File: src/rtl/muldiv_sequencer.sv
// Multiply/divide sequencer owning the architectural HI/LO registers.
// Multiplies use a shift-add loop and divides use a restoring loop, one
// bit per cycle over unsigned magnitudes. The FIX state then restores the
// signs and commits the result.
//
// state | meaning
// IDLE  | waiting for a request; MTHI/MTLO write HI/LO directly
// MUL   | shift-add multiply, one multiplier bit per cycle
// DIV   | restoring divide, one quotient bit per cycle
// FIX   | sign correction and commit of HI/LO (divide-by-zero holds here)
module muldiv_sequencer #(
  parameter int WIDTH = 32
) (
  input  logic             md_i_clk,
  input  logic             md_i_rst,
  input  logic             md_i_start,
  input  logic [2:0]       md_i_op,
  input  logic [WIDTH-1:0] md_i_a,
  input  logic [WIDTH-1:0] md_i_b,
  input  logic             md_i_flush,
  output logic             md_o_busy,
  output logic             md_o_done,
  output logic [WIDTH-1:0] md_o_hi,
  output logic [WIDTH-1:0] md_o_lo
);

  localparam int CW = $clog2(WIDTH);
  localparam logic [CW-1:0] CNT_LAST = CW'(WIDTH - 1);

  localparam logic [2:0] OP_MULT  = 3'b000;
  localparam logic [2:0] OP_MULTU = 3'b001;
  localparam logic [2:0] OP_DIV   = 3'b010;
  localparam logic [2:0] OP_DIVU  = 3'b011;
  localparam logic [2:0] OP_MTHI  = 3'b100;
  localparam logic [2:0] OP_MTLO  = 3'b101;

  typedef enum logic [1:0] {
    IDLE = 2'd0,
    MUL  = 2'd1,
    DIV  = 2'd2,
    FIX  = 2'd3
  } state_t;

  state_t state_q, state_d;

  // Working register: MUL holds {partial product, remaining multiplier};
  // DIV holds {partial remainder, dividend/quotient}.
  logic [2*WIDTH-1:0] acc_q;
  logic [WIDTH-1:0]   opnd_q;     // multiplicand or divisor magnitude
  logic [CW-1:0]      cnt_q;
  logic               neg_res_q;  // negate product / quotient
  logic               neg_rem_q;  // negate remainder
  logic               is_div_q;
  logic               div0_q;
  logic [WIDTH-1:0]   hi_q, lo_q;
  logic               done_q;

  logic accept_mul, accept_div, accept_div0, write_hi, write_lo;
  logic step, fix_hold, commit;

  logic             signed_op;
  logic [WIDTH-1:0] a_mag, b_mag;

  logic [WIDTH-1:0]   mul_addend;
  logic [WIDTH:0]     mul_sum;
  logic [2*WIDTH-1:0] mul_next;
  logic [WIDTH:0]     div_shift;
  logic               div_ge;
  logic [WIDTH-1:0]   div_rem;
  logic [2*WIDTH-1:0] div_next;

  logic [2*WIDTH-1:0] prod_fix;
  logic [WIDTH-1:0]   res_hi, res_lo;

  // Operand magnitudes for the signed ops; unsigned ops pass through raw.
  always_comb begin
    signed_op = (md_i_op == OP_MULT) || (md_i_op == OP_DIV);
    a_mag = (signed_op && md_i_a[WIDTH-1]) ? ('0 - md_i_a) : md_i_a;
    b_mag = (signed_op && md_i_b[WIDTH-1]) ? ('0 - md_i_b) : md_i_b;
  end

  // One iteration of the shift-add multiply and of the restoring divide.
  always_comb begin
    mul_addend = acc_q[0] ? opnd_q : '0;
    mul_sum    = {1'b0, acc_q[2*WIDTH-1:WIDTH]} + {1'b0, mul_addend};
    mul_next   = {mul_sum, acc_q[WIDTH-1:1]};
    div_shift  = {acc_q[2*WIDTH-1:WIDTH], acc_q[WIDTH-1]};
    div_ge     = div_shift >= {1'b0, opnd_q};
    div_rem    = div_ge ? (div_shift[WIDTH-1:0] - opnd_q) : div_shift[WIDTH-1:0];
    div_next   = {div_rem, acc_q[WIDTH-2:0], div_ge};
  end

  // Sign correction and result selection used at commit.
  always_comb begin
    prod_fix = neg_res_q ? ('0 - acc_q) : acc_q;
    res_hi   = prod_fix[2*WIDTH-1:WIDTH];
    res_lo   = prod_fix[WIDTH-1:0];
    if (div0_q) begin
      res_hi = acc_q[WIDTH-1:0];
      res_lo = '1;
    end else if (is_div_q) begin
      res_hi = neg_rem_q ? ('0 - acc_q[2*WIDTH-1:WIDTH]) : acc_q[2*WIDTH-1:WIDTH];
      res_lo = neg_res_q ? ('0 - acc_q[WIDTH-1:0]) : acc_q[WIDTH-1:0];
    end
  end

  // Next-state and control decode; flush always wins over start.
  always_comb begin
    state_d     = state_q;
    accept_mul  = 1'b0;
    accept_div  = 1'b0;
    accept_div0 = 1'b0;
    write_hi    = 1'b0;
    write_lo    = 1'b0;
    step        = 1'b0;
    fix_hold    = 1'b0;
    commit      = 1'b0;
    case (state_q)
      IDLE: begin
        if (md_i_start && !md_i_flush) begin
          case (md_i_op)
            OP_MULT, OP_MULTU: begin
              accept_mul = 1'b1;
              state_d    = MUL;
            end
            OP_DIV, OP_DIVU: begin
              if (md_i_b == '0) begin
                accept_div0 = 1'b1;
                state_d     = FIX;
              end else begin
                accept_div = 1'b1;
                state_d    = DIV;
              end
            end
            OP_MTHI: write_hi = 1'b1;
            OP_MTLO: write_lo = 1'b1;
            default: ;
          endcase
        end
      end
      MUL, DIV: begin
        if (md_i_flush) begin
          state_d = IDLE;
        end else begin
          step = 1'b1;
          if (cnt_q == CNT_LAST) state_d = FIX;
        end
      end
      FIX: begin
        if (md_i_flush) begin
          state_d = IDLE;
        end else if (div0_q && cnt_q == '0) begin
          // Divide-by-zero dwells one extra cycle so it commits two edges
          // after acceptance.
          fix_hold = 1'b1;
        end else begin
          commit  = 1'b1;
          state_d = IDLE;
        end
      end
      default: state_d = IDLE;
    endcase
  end

  // State register.
  always_ff @(posedge md_i_clk or posedge md_i_rst) begin
    if (md_i_rst) state_q <= IDLE;
    else          state_q <= state_d;
  end

  // Datapath, iteration counter and architectural HI/LO.
  always_ff @(posedge md_i_clk or posedge md_i_rst) begin
    if (md_i_rst) begin
      acc_q     <= '0;
      opnd_q    <= '0;
      cnt_q     <= '0;
      neg_res_q <= 1'b0;
      neg_rem_q <= 1'b0;
      is_div_q  <= 1'b0;
      div0_q    <= 1'b0;
      hi_q      <= '0;
      lo_q      <= '0;
      done_q    <= 1'b0;
    end else begin
      done_q <= commit;
      if (accept_mul) begin
        acc_q     <= {{WIDTH{1'b0}}, b_mag};
        opnd_q    <= a_mag;
        cnt_q     <= '0;
        neg_res_q <= signed_op & (md_i_a[WIDTH-1] ^ md_i_b[WIDTH-1]);
        neg_rem_q <= 1'b0;
        is_div_q  <= 1'b0;
        div0_q    <= 1'b0;
      end
      if (accept_div) begin
        acc_q     <= {{WIDTH{1'b0}}, a_mag};
        opnd_q    <= b_mag;
        cnt_q     <= '0;
        neg_res_q <= signed_op & (md_i_a[WIDTH-1] ^ md_i_b[WIDTH-1]);
        neg_rem_q <= signed_op & md_i_a[WIDTH-1];
        is_div_q  <= 1'b1;
        div0_q    <= 1'b0;
      end
      if (accept_div0) begin
        acc_q     <= {{WIDTH{1'b0}}, md_i_a};
        cnt_q     <= '0;
        neg_res_q <= 1'b0;
        neg_rem_q <= 1'b0;
        is_div_q  <= 1'b1;
        div0_q    <= 1'b1;
      end
      if (step) begin
        acc_q <= (state_q == DIV) ? div_next : mul_next;
        cnt_q <= cnt_q + 1'b1;
      end
      if (fix_hold) cnt_q <= cnt_q + 1'b1;
      if (write_hi) hi_q <= md_i_a;
      if (write_lo) lo_q <= md_i_a;
      if (commit) begin
        hi_q <= res_hi;
        lo_q <= res_lo;
      end
    end
  end

  assign md_o_busy = (state_q != IDLE);
  assign md_o_done = done_q;
  assign md_o_hi   = hi_q;
  assign md_o_lo   = lo_q;

endmodule

File: config.mk
export PLATFORM = sky130hd
export DESIGN_NAME = muldiv_sequencer
export DESIGN_NICKNAME = d
export VERILOG_FILES = /design/src/rtl/muldiv_sequencer.sv
export SDC_FILE = /design/constraint.sdc
export NUM_CORES = 1
export LEC_CHECK = 0
export ABC_AREA = 1
export CAP_MARGIN = 0
export CELL_PAD_IN_SITES_DETAIL_PLACEMENT = 0
export CELL_PAD_IN_SITES_GLOBAL_PLACEMENT = 1
export CORE_MARGIN = 2
export CORE_UTILIZATION = 42
export DETAILED_ROUTE_END_ITERATION = 8
export HOLD_SLACK_MARGIN = 0.03
export PLACE_DENSITY_LB_ADDON = 0.1
export SLEW_MARGIN = 10
export SYNTH_ARGS = -nofsm -noshare
export SYNTH_HDL_FRONTEND = slang
export SYNTH_SLANG_ARGS = --single-unit
File: constraint.sdc
create_clock -name md_i_clk -period 6.99 [get_ports md_i_clk]
set_input_delay 1.398 -clock md_i_clk [delete_from_list [all_inputs] [get_ports md_i_clk]]
set_output_delay 1.398 -clock md_i_clk [all_outputs]
set_load 0.005 [all_outputs]
### Word-level counts from Yosys, hierarchy flattened

Index checks and enable logic that the tools add are counted.

| cells by class | value |
|---|---|
| $add $sub $neg | 8 |
| muxes and demuxes | 70 |
| equality and inequality tests | 13 |
| reduce and logical (&&, ||, !) cells | 21 |
| order comparisons | 1 |
| bitwise logic cells | 3 |

Operators by type and width:

| operator | count |
|---|---|
| 2-to-1 mux 32 bit | 16 |
| 2-to-1 mux 64 bit | 6 |
| subtractor 1 x 32 -> 32 bit, first input constant | 4 |
| subtractor 1 x 64 -> 64 bit, first input constant | 1 |
| 2-to-1 mux 1 bit | 36 |
| adder 32 x 32 -> 33 bit | 1 |
| greater-or-equal comparator 33 x 32 -> 1 bit | 1 |
| logical NOT 32 bit | 1 |
| subtractor 32 bit | 1 |
| 2-to-1 mux 5 bit | 5 |
| 2-to-1 mux 2 bit | 5 |
| nonzero test 2 bit | 4 |
| == test 3 x 2 -> 1 bit, second input constant | 2 |
| == test 3 bit, second input constant | 2 |
| != test 3 bit, second input constant | 2 |
| one-hot mux 2 bit (3 select lines) | 1 |
| OR reduction 2 bit | 3 |
| adder 5 x 1 -> 5 bit, second input constant | 1 |
| == test 5 bit, second input constant | 1 |
| logical NOT 5 bit | 1 |
| nonzero test 5 bit | 1 |
| == test 2 bit, second input constant | 2 |
| logical AND 1 bit | 4 |
| one-hot mux 2 bit (2 select lines) | 1 |
| other kinds (13) | 14 |

| word-level totals | value |
|---|---|
| register bits | 172 |
| bits of input ports | 71 |
| output and inout bits | 66 |

### Longest topological paths before layout

| depth | value |
|---|---|
| depth after elaboration | 10 |
| depth in mapped cells | 21 |

### Worst setup path before layout

No wires, ideal clock.

| timing | value |
|---|---|
| path type | in2reg |
| start | input md_i_b[0] |
| end | register acc_q[3] |
| buffers on the path | 1 |
| stages | 12 |
| arrival time | 2.959 ns |
| setup slack | 3.914 ns |
| library setup time | 0.117 ns |
| required time | 6.873 ns |
| path through | inv_1 > ha_1 > nand4_4 > nor2_4 > nand4_2 > nor3_4 > inv_4 > buf_6 > o21ai_1 > nor2_1 > nor2_2 > nor2_1 |

| on the way | value |
|---|---|
| cells in the longest elaborated chain, start to end | 8 |
| elaborated cells on any way between the ends | 16 |
| those cells by class | add/sub (1); mux (13); reduce/logical (2) |

Ends and longest elaborated chain:

| item | RTL line | text |
|---|---|---|
| from (decl) | 19 | `input logic [WIDTH-1:0] md_i_b,` |
| parallel branches: the longest is 8 deep, another holds subtractor 1 x 32 -> 32 bit | -- |  |
| to (signal assigned) | 196 | `acc_q <= {{WIDTH{1'b0}}, a_mag};` |
| to (signal assigned) | 205 | `acc_q <= {{WIDTH{1'b0}}, md_i_a};` |
| to (signal assigned) | 213 | `acc_q <= (state_q == DIV) ? div_next : mul_next;` |
| to (decl) | 48 | `logic [2*WIDTH-1:0] acc_q;` |

Several ways; the timed one is not identified. The select of a mux whose other input is x is not followed.
A chain may end at the register's enable or synchronous reset.

### Final worst setup path

| timing | value |
|---|---|
| start | input md_i_op[2] |
| end | register acc_q[19] |

| on the way | value |
|---|---|
| cells in the longest elaborated chain, start to end | 8 |
| elaborated cells on any way between the ends | 25 |
| those cells by class | eq/ne (3); mux (15); reduce/logical (7) |

Ends and longest elaborated chain:

| item | RTL line | text |
|---|---|---|
| from (decl) | 17 | `input logic [2:0] md_i_op,` |
| == test 3 x 2 -> 1 bit (tied with other cells) | 77, 121 |  |
| OR reduction 2 bit or logical OR 1 bit (tied branches) | 121, 77 |  |
| 2-to-1 mux 1 bit or logical AND 1 bit (tied branches) | 121, 79 |  |
| 2-to-1 mux 1 bit or 2-to-1 mux 32 bit (tied branches) | 120, 79 |  |
| 2-to-1 mux 1 bit or 2-to-1 mux 64 bit (tied branches) | 118, 186 |  |
| 2-to-1 mux 64 bit | 195 | `if (accept_div) begin` |
| 2-to-1 mux 64 bit | 204 | `if (accept_div0) begin` |
| 2-to-1 mux 64 bit | 212 | `if (step) begin` |

Several ways; a longest one is shown, not always the timed one. The select of a mux whose other input is x is not followed.

==> metrics.md <==
| Metric | Value |
|---|---|
| Status | complete, no violations |
| Sequential power share | 21.6% |
| DR vias/cell | 5.918 |
| Number of gates on the worst path with buffers counted | 13 |
| Worst slew pin tran | 1.183 ns |
| Synth area leader | dfrtp_1 |
| CP Class | in -> reg |
| Clock Skew | 0.01435 ns |
| Clock Power Share | 9.4% |
| Largest stage delay, worst path | 0.87 ns |
| Slowest cell on crit path | nor2_1 |
| Reg2Reg Depth | 9 |
| Period utilization | 65.04% |
| Data arrival time of the worst path | 4.93 ns |
| Max IR drop VDD | 0.0003608 V |
| First-pass GRT wire length | 133.6 mm |
| Psw | 6270 uW |
| Starting Density | 42.75% |
| Total die area | 45740 um2 |
| Total Power | 10550 uW |
| R2R Path Start | div0_q$_DFFE_PP0P_ |
| Highest net fanout along the worst path | 26 |
| CP startpoint | md_i_op[2] |
| Crit start category | input pin |
| Largest cells by area after synthesis | dfrtp_1, nand2_1, nor2_1, nand3_1, inv_1 |
| Compound-gate portion of the synthesized area | 16.16% |
| Hold/Removal Path Class | reg -> reg |
| Commonest cells after routing, fill and taps aside | nand2_1, nor2_1, inv_1 |
| Number of global-route vias before repair | 21040 |
| N_diodes | 0 |
| CTS tree | built |
| Synth Area in Adders | 5.222% |
| CP bufs+invs | 5 |
| Total gr overflow | 0 |
| Clock transition at path regs | 0.08 ns |
| Worst-path cell chain | clkdlybuf4s50_1, inv_2, nand2_2, inv_2, nand2_1, nor2_1, inv_2, nor3_4, inv_4, o21ai_0, nor2_1, nor2_1, nor2_1 |
| Switching share of total power | 59.41% |
| Max Root-Sink Buffers | 2 |
| Pint | 4283 uW |
| DIE WIDTH | 213.9 um |
| Max_cap viols | 0 |
| Worst slack, placed | 2.135 ns |
| Vert. Die Dim | 213.9 um |
| Final WL | 91.09 mm |
| Area delta synth->final | 12.61% |
| RSZ-0062 raised after global routing | false |
| Row Count | 76 |
| Synth top area share | 23.27% |
| CP Capture Point | acc_q[19]$_DFFE_PP0P_ |
| CP Capture Type | flip-flop |
| Initial antenna violation count | 2 |
| Mapped cell area | 18500 um2 |
| Post-synth EDFFs | 0 |
| Min Tclk post-route | 4.546 ns |
| Final setup TNS | 0 ns |
| Gate power share | 69.1% |
| Largest net degree at the start of global routing | 98 |
| Mux contribution to synthesized area | 0.05411% |
| Total track usage | 39.92% |
| Power density cells | 506.6 nW/um2 |
| Hold slack | 0.4866 ns |
| Commonest non-fill, non-tap cell in the layout | nand2_1 |
| Postcts setup bufs | 0 |
| Share of layout cells above drive strength 1 | 3.262% |
| Ys flop type | dfrtp_1 |
| Fin. Hold Viols | 0 |
| CORE AREA | 43270 um2 |
| Post-synthesis net count | 3352 |
| Combinational family with the most area after synthesis | simple AND/OR/NAND/NOR gates |
| DR vias | 22870 |
| Fin worst setup slack | 2.444 ns |
| # DRC | 0 |
| Placed cell count | 3833 |
| Port buffer count | 136 |
| NumNets Final | 3414 |
| Syn. warnings | 0 |
| Final cell count without fillers | 3865 |
| Clock Sinks | 172 |
| Xor/xnor cell area share of the yosys netlist | 2.936% |
| Synth Area in Simple Gates | 41.59% |
| CTS-repair resized insts | 0 |
| Req. time, crit path | 7.37 ns |
| #FFs+latches synth | 172 |
| Final setup vio count | 0 |
| P_leak | 0.01019 uW |
| TritonCTS buffer count | 17 |
| WL/cell | 23.57 um |
| Drt first-iter violations | 3067 |
| Worst path most repeated cell | nor2_1 |
| Syn Inst Count | 3205 |
| Register-to-Register Setup Slack | 2.80 ns |
| Routed Antenna Nets | 0 |
| Fmax | 220.0 MHz |
| Final Max Slew Viols | 0 |
| GPL Wtd Cong | 1.035 |
| Syn avg cell area | 5.772 um2 |
| Synth cell types | 51 |
| Critical path's top delay family | simple AND/OR/NAND/NOR gates |
| Async SR Flop Fraction | 100.0% |
| Normalized max-slew margin | 21.17% |
| Hold_buf cts | 0 |
| Root buf cell | clkbuf_16 |
| # IOs | 137 |
| H-tree depth | 4 |
| Drt pass-1 iters | 7 |
| Worst r2r dst | md_o_hi[3]$_DFFE_PP0P_ |
| DP HPWL | 74.06 mm |
| Sequential element share of the synthesized area | 23.27% |
| Skew-Pair Late Insertion Delay | 0.50 ns |
state kept, by name (all words and copies together) (netlist names):
signal,flops
cnt_q,5
div0_q,1
is_div_q,1
md_o_done,1
md_o_lo,32
acc_q,64
state_q,2
opnd_q,32
md_o_hi,32
neg_rem_q,1
neg_res_q,1
worst register-to-register path, delay by kind of cell (launching register included):
family,cells,cell delay (ns)
AOI/OAI and AO/OA,3,0.72
buffers and inverters,4,2.55
DFF,1,0.37
and+or+nand+nor,2,0.49
how the worst min path moves through the flow:
| stage | from | end | slack (ns) | cells after the start |
|---|---|---|---|---|
| final | md_o_lo[21]$_DFFE_PP0P_ | md_o_lo[21]$_DFFE_PP0P_ | 0.49 | 2 |
| after global routing | md_o_lo[24]$_DFFE_PP0P_ | md_o_lo[24]$_DFFE_PP0P_ | 0.51 | 2 |
| after floorplan | md_o_lo[0]$_DFFE_PP0P_ | md_o_lo[0]$_DFFE_PP0P_ | 0.48 | 2 |
| after CTS | md_o_lo[21]$_DFFE_PP0P_ | md_o_lo[21]$_DFFE_PP0P_ | 0.49 | 2 |
| after global placement | md_o_lo[24]$_DFFE_PP0P_ | md_o_lo[24]$_DFFE_PP0P_ | 0.47 | 2 |
| after detailed placement | md_o_lo[21]$_DFFE_PP0P_ | md_o_lo[21]$_DFFE_PP0P_ | 0.47 | 2 |
cell usage after synthesis (all sizes together) (4+ instances only):
cell / number
xor2: 44
buf: 48
o22ai: 14
xnor2: 18
nand3b: 13
dfrtp: 172
a31oi: 4
a21o: 6
nor2: 506
nand3: 284
clkbuf: 63
o221ai: 15
a21oi: 239
nor3: 44
and2: 7
ha: 74
o211ai: 23
o21ai: 233
nand2: 921
o21bai: 5
o31ai: 8
nand4: 57
inv: 390
cell type report:
cell class | instances | area, um2
clock buffer | 19 | 442.9
clock inverter | 13 | 150.1
fill | 4753 | 22440
inverter | 392 | 1479
multi-input combinational | 2530 | 12230
sequential | 172 | 4304
tap | 585 | 732.0
timing repair buffer | 154 | 1496
per-layer routing:
metal,part of all wire [%],global-route usage [%],vias up
li1,-,-,10520
met1,43,57.11,10710
met2,41,56.74,1454
met3,13,11.28,195
met4,4.1,14.61,2
met5,0.067,0,-
kinds of logic (layout without fill, tap and decap cells):
kind of cell	Yosys count	count (layout)
adders and majority gates	76	76
xor gates and xnor gates	62	62
buffers and inverters	503	578
AOI/OAI and AO/OA	552	552
muxes	1	1
and+or+nand+nor	1839	1839
DFF	172	172
power by group through the flow:
stage                     Combinational (uW)  Clock (uW)  Sequential (uW)
final                                   7290         991             2270
after detailed placement                7020           0             2230
after CTS                               7050         995             2220
after floorplan                         4610           0             1860
after global placement                  6990           0             2220
after global routing                    7960        1030             2280
metrics by stage:
stage	util [%]	area (um2)
2_1_floorplan	-	18500
3_3_place_gp	46.78	20240
3_5_place_dp	46.78	20240
4_1_cts	48.15	20830
5_1_grt	48.15	20830
6_report	48.15	20830
Power figures use the tool's default switching activity.
